`src/rtl/nco_clk_gen.sv`:
```
// nco_clk_gen: multi-channel programmable phase-accumulator clock generator.
// Each channel k produces Fo = Fc * inc[k] / 2^RES. It drives a clock output
// from the accumulator MSB and a one-cycle tick on every accumulator wrap.
// Increment and accumulator preset are loaded through a register-write port.
module nco_clk_gen #(
    parameter int unsigned     RES     = 20,
    parameter int unsigned     CH      = 2,
    parameter logic [RES-1:0]  DEF_INC = RES'(1)
) (
    input  logic           clk_i,
    input  logic           rst_i,
    input  logic           we_i,
    input  logic [7:0]     adr_i,
    input  logic [RES-1:0] dat_i,
    input  logic [CH-1:0]  en_i,
    input  logic           clr_i,
    output logic [CH-1:0]  clk_o,
    output logic [CH-1:0]  tick_o
);

    for (genvar k = 0; k < CH; k++) begin : g_ch
        localparam logic [6:0] CH_ID = 7'(k);

        logic [RES-1:0] acc_q;
        logic [RES-1:0] inc_q;
        logic           tick_q;
        logic           sel;
        logic [RES:0]   sum;

        // A channel field outside 0..CH-1 matches no channel, so that write is dropped.
        assign sel = we_i && (adr_i[7:1] == CH_ID);
        assign sum = {1'b0, acc_q} + {1'b0, inc_q};

        // Increment register: written only by increment writes, ignores clr_i/en_i.
        always_ff @(posedge clk_i or posedge rst_i) begin
            if (rst_i) begin
                inc_q <= DEF_INC;
            end else if (sel && !adr_i[0]) begin
                inc_q <= dat_i;
            end
        end

        // Accumulator and wrap tick: clear, then preset, then accumulate, then hold.
        always_ff @(posedge clk_i or posedge rst_i) begin
            if (rst_i) begin
                acc_q  <= '0;
                tick_q <= 1'b0;
            end else if (clr_i) begin
                acc_q  <= '0;
                tick_q <= 1'b0;
            end else if (sel && adr_i[0]) begin
                acc_q  <= dat_i;
                tick_q <= 1'b0;
            end else if (en_i[k]) begin
                acc_q  <= sum[RES-1:0];
                tick_q <= sum[RES];
            end else begin
                tick_q <= 1'b0;
            end
        end

        assign clk_o[k]  = acc_q[RES-1];
        assign tick_o[k] = tick_q;
    end

endmodule
```
`config.mk`:
```
export PLATFORM = sky130hd
export DESIGN_NAME = nco_clk_gen
export DESIGN_NICKNAME = d
export VERILOG_FILES = /design/src/rtl/nco_clk_gen.sv
export SDC_FILE = /design/constraint.sdc
export NUM_CORES = 1
export LEC_CHECK = 0
export BUFFER_PORTS_ARGS = -buffer_cell sky130_fd_sc_hd__buf_2
export CAP_MARGIN = 20
export CELL_PAD_IN_SITES_DETAIL_PLACEMENT = 0
export CELL_PAD_IN_SITES_GLOBAL_PLACEMENT = 2
export CORE_MARGIN = 5
export CORE_UTILIZATION = 40
export CTS_CLUSTER_DIAMETER = 150
export DETAILED_ROUTE_END_ITERATION = 7
export GPL_ROUTABILITY_DRIVEN = 0
export PLACE_DENSITY = 0.78
export SLEW_MARGIN = 20
export SYNTH_ARGS = -nofsm -noshare
export SYNTH_HDL_FRONTEND = slang
export SYNTH_SLANG_ARGS = --single-unit
```
`constraint.sdc`:
```
create_clock -name clk_i -period 3.1 [get_ports clk_i]
set_clock_uncertainty 0.15 [all_clocks]
set_input_delay 0.62 -clock clk_i [delete_from_list [all_inputs] [get_ports clk_i]]
set_output_delay 0.62 -clock clk_i [all_outputs]
set_load 0.01 [all_outputs]
```
Yosys cells after proc, flatten, opt, wreduce, memory -nomap -nowiden --
Index checks and enable logic that the tools add are counted.
Operators by class: equal/unequal tests 1, multiplexer cells 12, reduce and logical (&&, ||, !) cells 10, $add $sub $neg 2
Operators with widths (count):
- 2-to-1 mux 20 bit | 6
- adder 20 x 20 -> 21 bit | 2
- equality test 7 x 1 -> 1 bit, second input constant | 1
- logical NOT 7 bit | 1
- logical AND 1 bit | 6
- 2-to-1 mux 1 bit | 6
- nonzero test 3 bit | 2
- logical NOT 1 bit | 1
Word-level totals: bits in registers 82, logic and storage cells 31, output and inout bits 4, input port bits 34

Logic depth before layout (Yosys ltp) --
depth after elaboration 5, depth in mapped cells 10, mapped depth without buffers 10

Worst setup path before layout --
OpenSTA, ideal clock, no wires.
path kind register -> register, start reg g_ch[0].acc_q[0], end reg g_ch[0].acc_q[14], clock period less this slack 2.660 ns, setup slack 0.440 ns, buffers on the path 0, cell stages (with the launch flop) 11, data arrival time 2.388 ns, data required time 2.828 ns, setup time 0.122 ns, cell sequence dfrtp_1 ha_1 fa_1 a21o_1 a221oi_2 or2_1 o2bb2ai_2 nor2_2 a31oi_1 xor2_1 a2111oi_1
On the way: word-level cells in the longest chain between the ends 4
Ends and longest elaborated chain:
- start, declared | line 24 | logic [RES-1:0] acc_q;
- start signal, assigned | line 52 | acc_q <= dat_i;
- start signal, assigned | line 55 | acc_q <= sum[RES-1:0];
- adder 20 x 20 -> 21 bit | line 32 | assign sum = {1'b0, acc_q} + {1'b0, inc_q};
- 2-to-1 mux 20 bit | line 54 | end else if (en_i[k]) begin
- 2-to-1 mux 20 bit | line 51 | end else if (sel && adr_i[0]) begin
- 2-to-1 mux 20 bit | line 48 | end else if (clr_i) begin
No other way between the ends. The select of a mux whose other input is x is not followed. A chain may end at the register's enable or synchronous reset.

Worst setup path after layout --
start reg g_ch[0].acc_q[0], end reg g_ch[0].acc_q[18]
Same word-level chain as after synthesis.

==> flow_metrics.tcl <==
set metrics [dict create \
    vias_per_cell 5.61 \
    internal-power_uw 1950 \
    synth_compound_area_share_pct 20.9 \
    grt_max_degree 43 \
    routed_wl_mm 13.4 \
    io_buffers 37 \
    stdcell_count 764 \
    ys_ff_latch 82 \
    antenna_cells 0 \
    placed_area_um2 5820 \
    fp.dieW_um 127 \
    clockBufferDepth 2 \
    cp.arrival_ns 2.91 \
    hold_viol_final 0 \
    syn_area_um2 5450 \
    hpwl_mm 9.47 \
    core_area_um2 13300 \
    synth_warnings 0 \
    fmax_mhz 347 \
    vias 4286 \
    yosysSeqAreaShare_pct 37.7 \
    r2r_cells 10 \
    synth_nets 631 \
    grtUsageMet2_pct 29.0 \
    clk_latency_ns 0.34 \
    crit_fanout 4 \
    switchingPower_uw 672 \
    htree_levels 3 \
    cts_root_buffer "clkbuf_16" \
    r2r-start "g_ch[0].acc_q[0]" \
    drt-initial-drc-count 256 \
    seq_power_share_pct 43.8 \
    dp.cells 748 \
    area_growth_pct 12.8 \
    design_area_um2 6140 \
    grt_pass1_wl_mm 22.7 \
    die_h_um 127 \
    hold_class "input port to async pin" \
    swShare_pct 25.6 \
    r2r_end "g_ch[0].acc_q[18]" \
    grt-ovfl-total 0 \
    yosys.area_share.simple_pct 12.5 \
    dr.pass1.iters 4 \
    crit_slowest_cell "fa_1" \
    slew_headroom_pct 31.0 \
    synth_cell_type_count 71 \
    cp.required_ns 3.13 \
    synth_flop_cell "dfrtp_1" \
    path_clk_slew_ns 0.06 \
    synth_top_family_by_area "compound AO/OA/AOI/OAI gates" \
    rsz0062_at_grt "no" \
    avgSynthCellArea_um2 9.81 \
    ir_drop_uv 235 \
    crit_family "compound AO/OA/AOI/OAI gates" \
    synth_edf_count 0 \
    end_kind "flip-flop" \
    maxCapViolations 0 \
    period_needed_ns 2.88 \
    antenna_found_initial 0 \
    muxShareOfSynthArea_pct 11.0 \
    floorplan.initialDensity_pct 41.0 \
    period_share_pct 92.9 \
    avgRoutedWirePerCell_um 17.6 \
    cts_tree "built" \
    tns_ns 0 \
    crit_chain "ha_1, fa_1, a21o_1, a221oi_4, nor3_1, o31ai_2, a21boi_2, and3b_1, o21ai_1, a311oi_2" \
    top_usage_layer "met2" \
    synth_fa_ha_area_share_pct 9.93 \
    crit_type "flip-flop to flip-flop" \
    pwr-share-clk_pct 43.0 \
    cp-start-kind "flip-flop" \
    gr-usage-met3_pct 2.56 \
    final_util_pct 46.2 \
    die_area_um2 16000 \
    outcome "finished clean" \
    track_usage_pct 17.5 \
    p_leak_uw 0.00304 \
    cts_sinks 82 \
    post-route-drc-count 0 \
    r2r_slack_ns 0.22 \
    cts-buffers-inserted 9 \
    syn_inst 555 \
    max_stage_delay_ns 0.41 \
    ys_async_sr_fraction_pct 100 \
    p_per_area_nw_per_um2 428 \
    final_antenna_net_count 0 \
    grt_pass1_vias 4405 \
    slew_violations 0 \
    io_pins 38 \
    path_buf_inv 0 \
    worst_pin_slew_ns 1.04 \
    row_count 42 \
    setup_viol 0 \
    p_comb_share_pct 13.2 \
    drive_gt1_share_pct 17.2 \
    synth_xor_area_share_pct 4.50 \
    nNetsFinal 659 \
    grt_use_met1_pct 23.6 \
]
==> power groups by stage <==
stage	Combinational [µW]	Sequential (µW)	Clock, µW
2_1_floorplan	249	1160	0
3_3_place_gp	343	1170	0
3_5_place_dp	350	1170	0
4_1_cts	351	1150	1160
5_1_grt	393	1150	1200
6_report	347	1150	1130
==> placed cells by master (no fill, tap or decap), types with 3 or more instances in the layout <==
cell       netlist  final
a211oi_1        21     21
a21o_1          18     18
a21oi_1         47     47
a221oi_1         3      3
a31oi_1          5      5
and3_1           5      5
buf_2            7     37
buf_4            5     12
clkbuf_16        0      9
clkbuf_8         0      3
dfrtp_1         80     80
ha_1            40     40
inv_1            9      8
mux2_1          24     24
mux2_2          16     16
mux2i_1         15     15
nand2_1         36     36
nand2b_1         6      6
nand4_1          4      4
nor2_1          58     58
nor3_1          14     14
nor3b_1          4      3
o211ai_1         5      5
o21ai_0         12     12
o21ai_1          7      7
o21bai_1         6      6
or3_1            3      3
xnor2_1         15     15
xor2_1          13     13
==> layer usage <==
layer  share of wire (%)  routed length, µm
met1                  48               6390
met2                  48               6440
met3                 2.8                380
met4                 1.8                241
met5                   0                  0
==> timing repair <==
| action | 4_1_cts | 5_1_grt |
|---|---|---|
| endpoints found under the setup margin | 0 | 2 |
| setup buffers | 0 | 0 |
| resized for setup | 0 | 2 |
| hold buffers | 0 | 0 |
==> area by class of cell <==
cell class,count,area (µm²)
well taps,176,220
multi-input cells,430,3220
inverters,10,38.8
clock inverters,2,35.0
clock buffers,14,274
flip-flops and latches,82,2050
repair buffers,50,295
fillers,1279,7160
==> cells in the mapped netlist, types with 6 or more instances <==
cell | instances | area, µm²
a211oi_1 | 21 | 158
a21o_1 | 18 | 135
a21oi_1 | 47 | 235
buf_2 | 7 | 35.0
clkbuf_1 | 19 | 71.3
dfrtp_1 | 80 | 2000
ha_1 | 40 | 500
inv_1 | 9 | 33.8
mux2_1 | 24 | 270
mux2_2 | 16 | 180
mux2i_1 | 15 | 150
nand2_1 | 36 | 135
nand2b_1 | 6 | 37.5
nor2_1 | 58 | 218
nor3_1 | 14 | 70.1
o21ai_0 | 12 | 60.1
o21ai_1 | 7 | 35.0
o21bai_1 | 6 | 45.0
xnor2_1 | 15 | 131
xor2_1 | 13 | 114
==> worst max-delay path by stage <==
stage | startpoint | endpoint | cells past startpoint
2_1_floorplan | rst_i | g_ch[0].acc_q[0] | 1
3_3_place_gp | g_ch[0].acc_q[0] | g_ch[0].acc_q[18] | 10
3_5_place_dp | g_ch[0].acc_q[0] | g_ch[0].acc_q[18] | 10
4_1_cts | g_ch[0].acc_q[0] | g_ch[0].acc_q[18] | 10
5_1_grt | g_ch[0].acc_q[0] | g_ch[0].acc_q[14] | 10
6_report | g_ch[0].acc_q[0] | g_ch[0].acc_q[18] | 10
==> sequential cells by signal, summed over array words and instances, names as in the netlist <==
register / cells
g_ch.tick_q: 2
g_ch.acc_q: 40
g_ch.inc_q: 40
==> through the flow <==
stage,worst slack [ns],hold slack (ns),total power (µW)
global placement,0.209,0.331,1510
CTS,0.149,0.0532,2660
global route,0.0293,0.0733,2750
finish,0.220,0.0621,2630
floorplan,0.225,0.312,1410
detailed placement,0.183,0.336,1520
==> kinds of logic (layout without fill, tap and decap cells) <==
| kind of cell | Yosys count | in the layout |
|---|---|---|
| XOR/XNOR | 28 | 28 |
| buffers and inverters | 43 | 76 |
| multiplexers | 55 | 55 |
| AND/OR/NAND/NOR | 146 | 146 |
| AO/OA/AOI/OAI | 159 | 159 |
| flip-flops | 82 | 82 |
| adder cells (fa/ha/maj) | 42 | 42 |
Note: power is estimated with default switching activity, not from simulation.
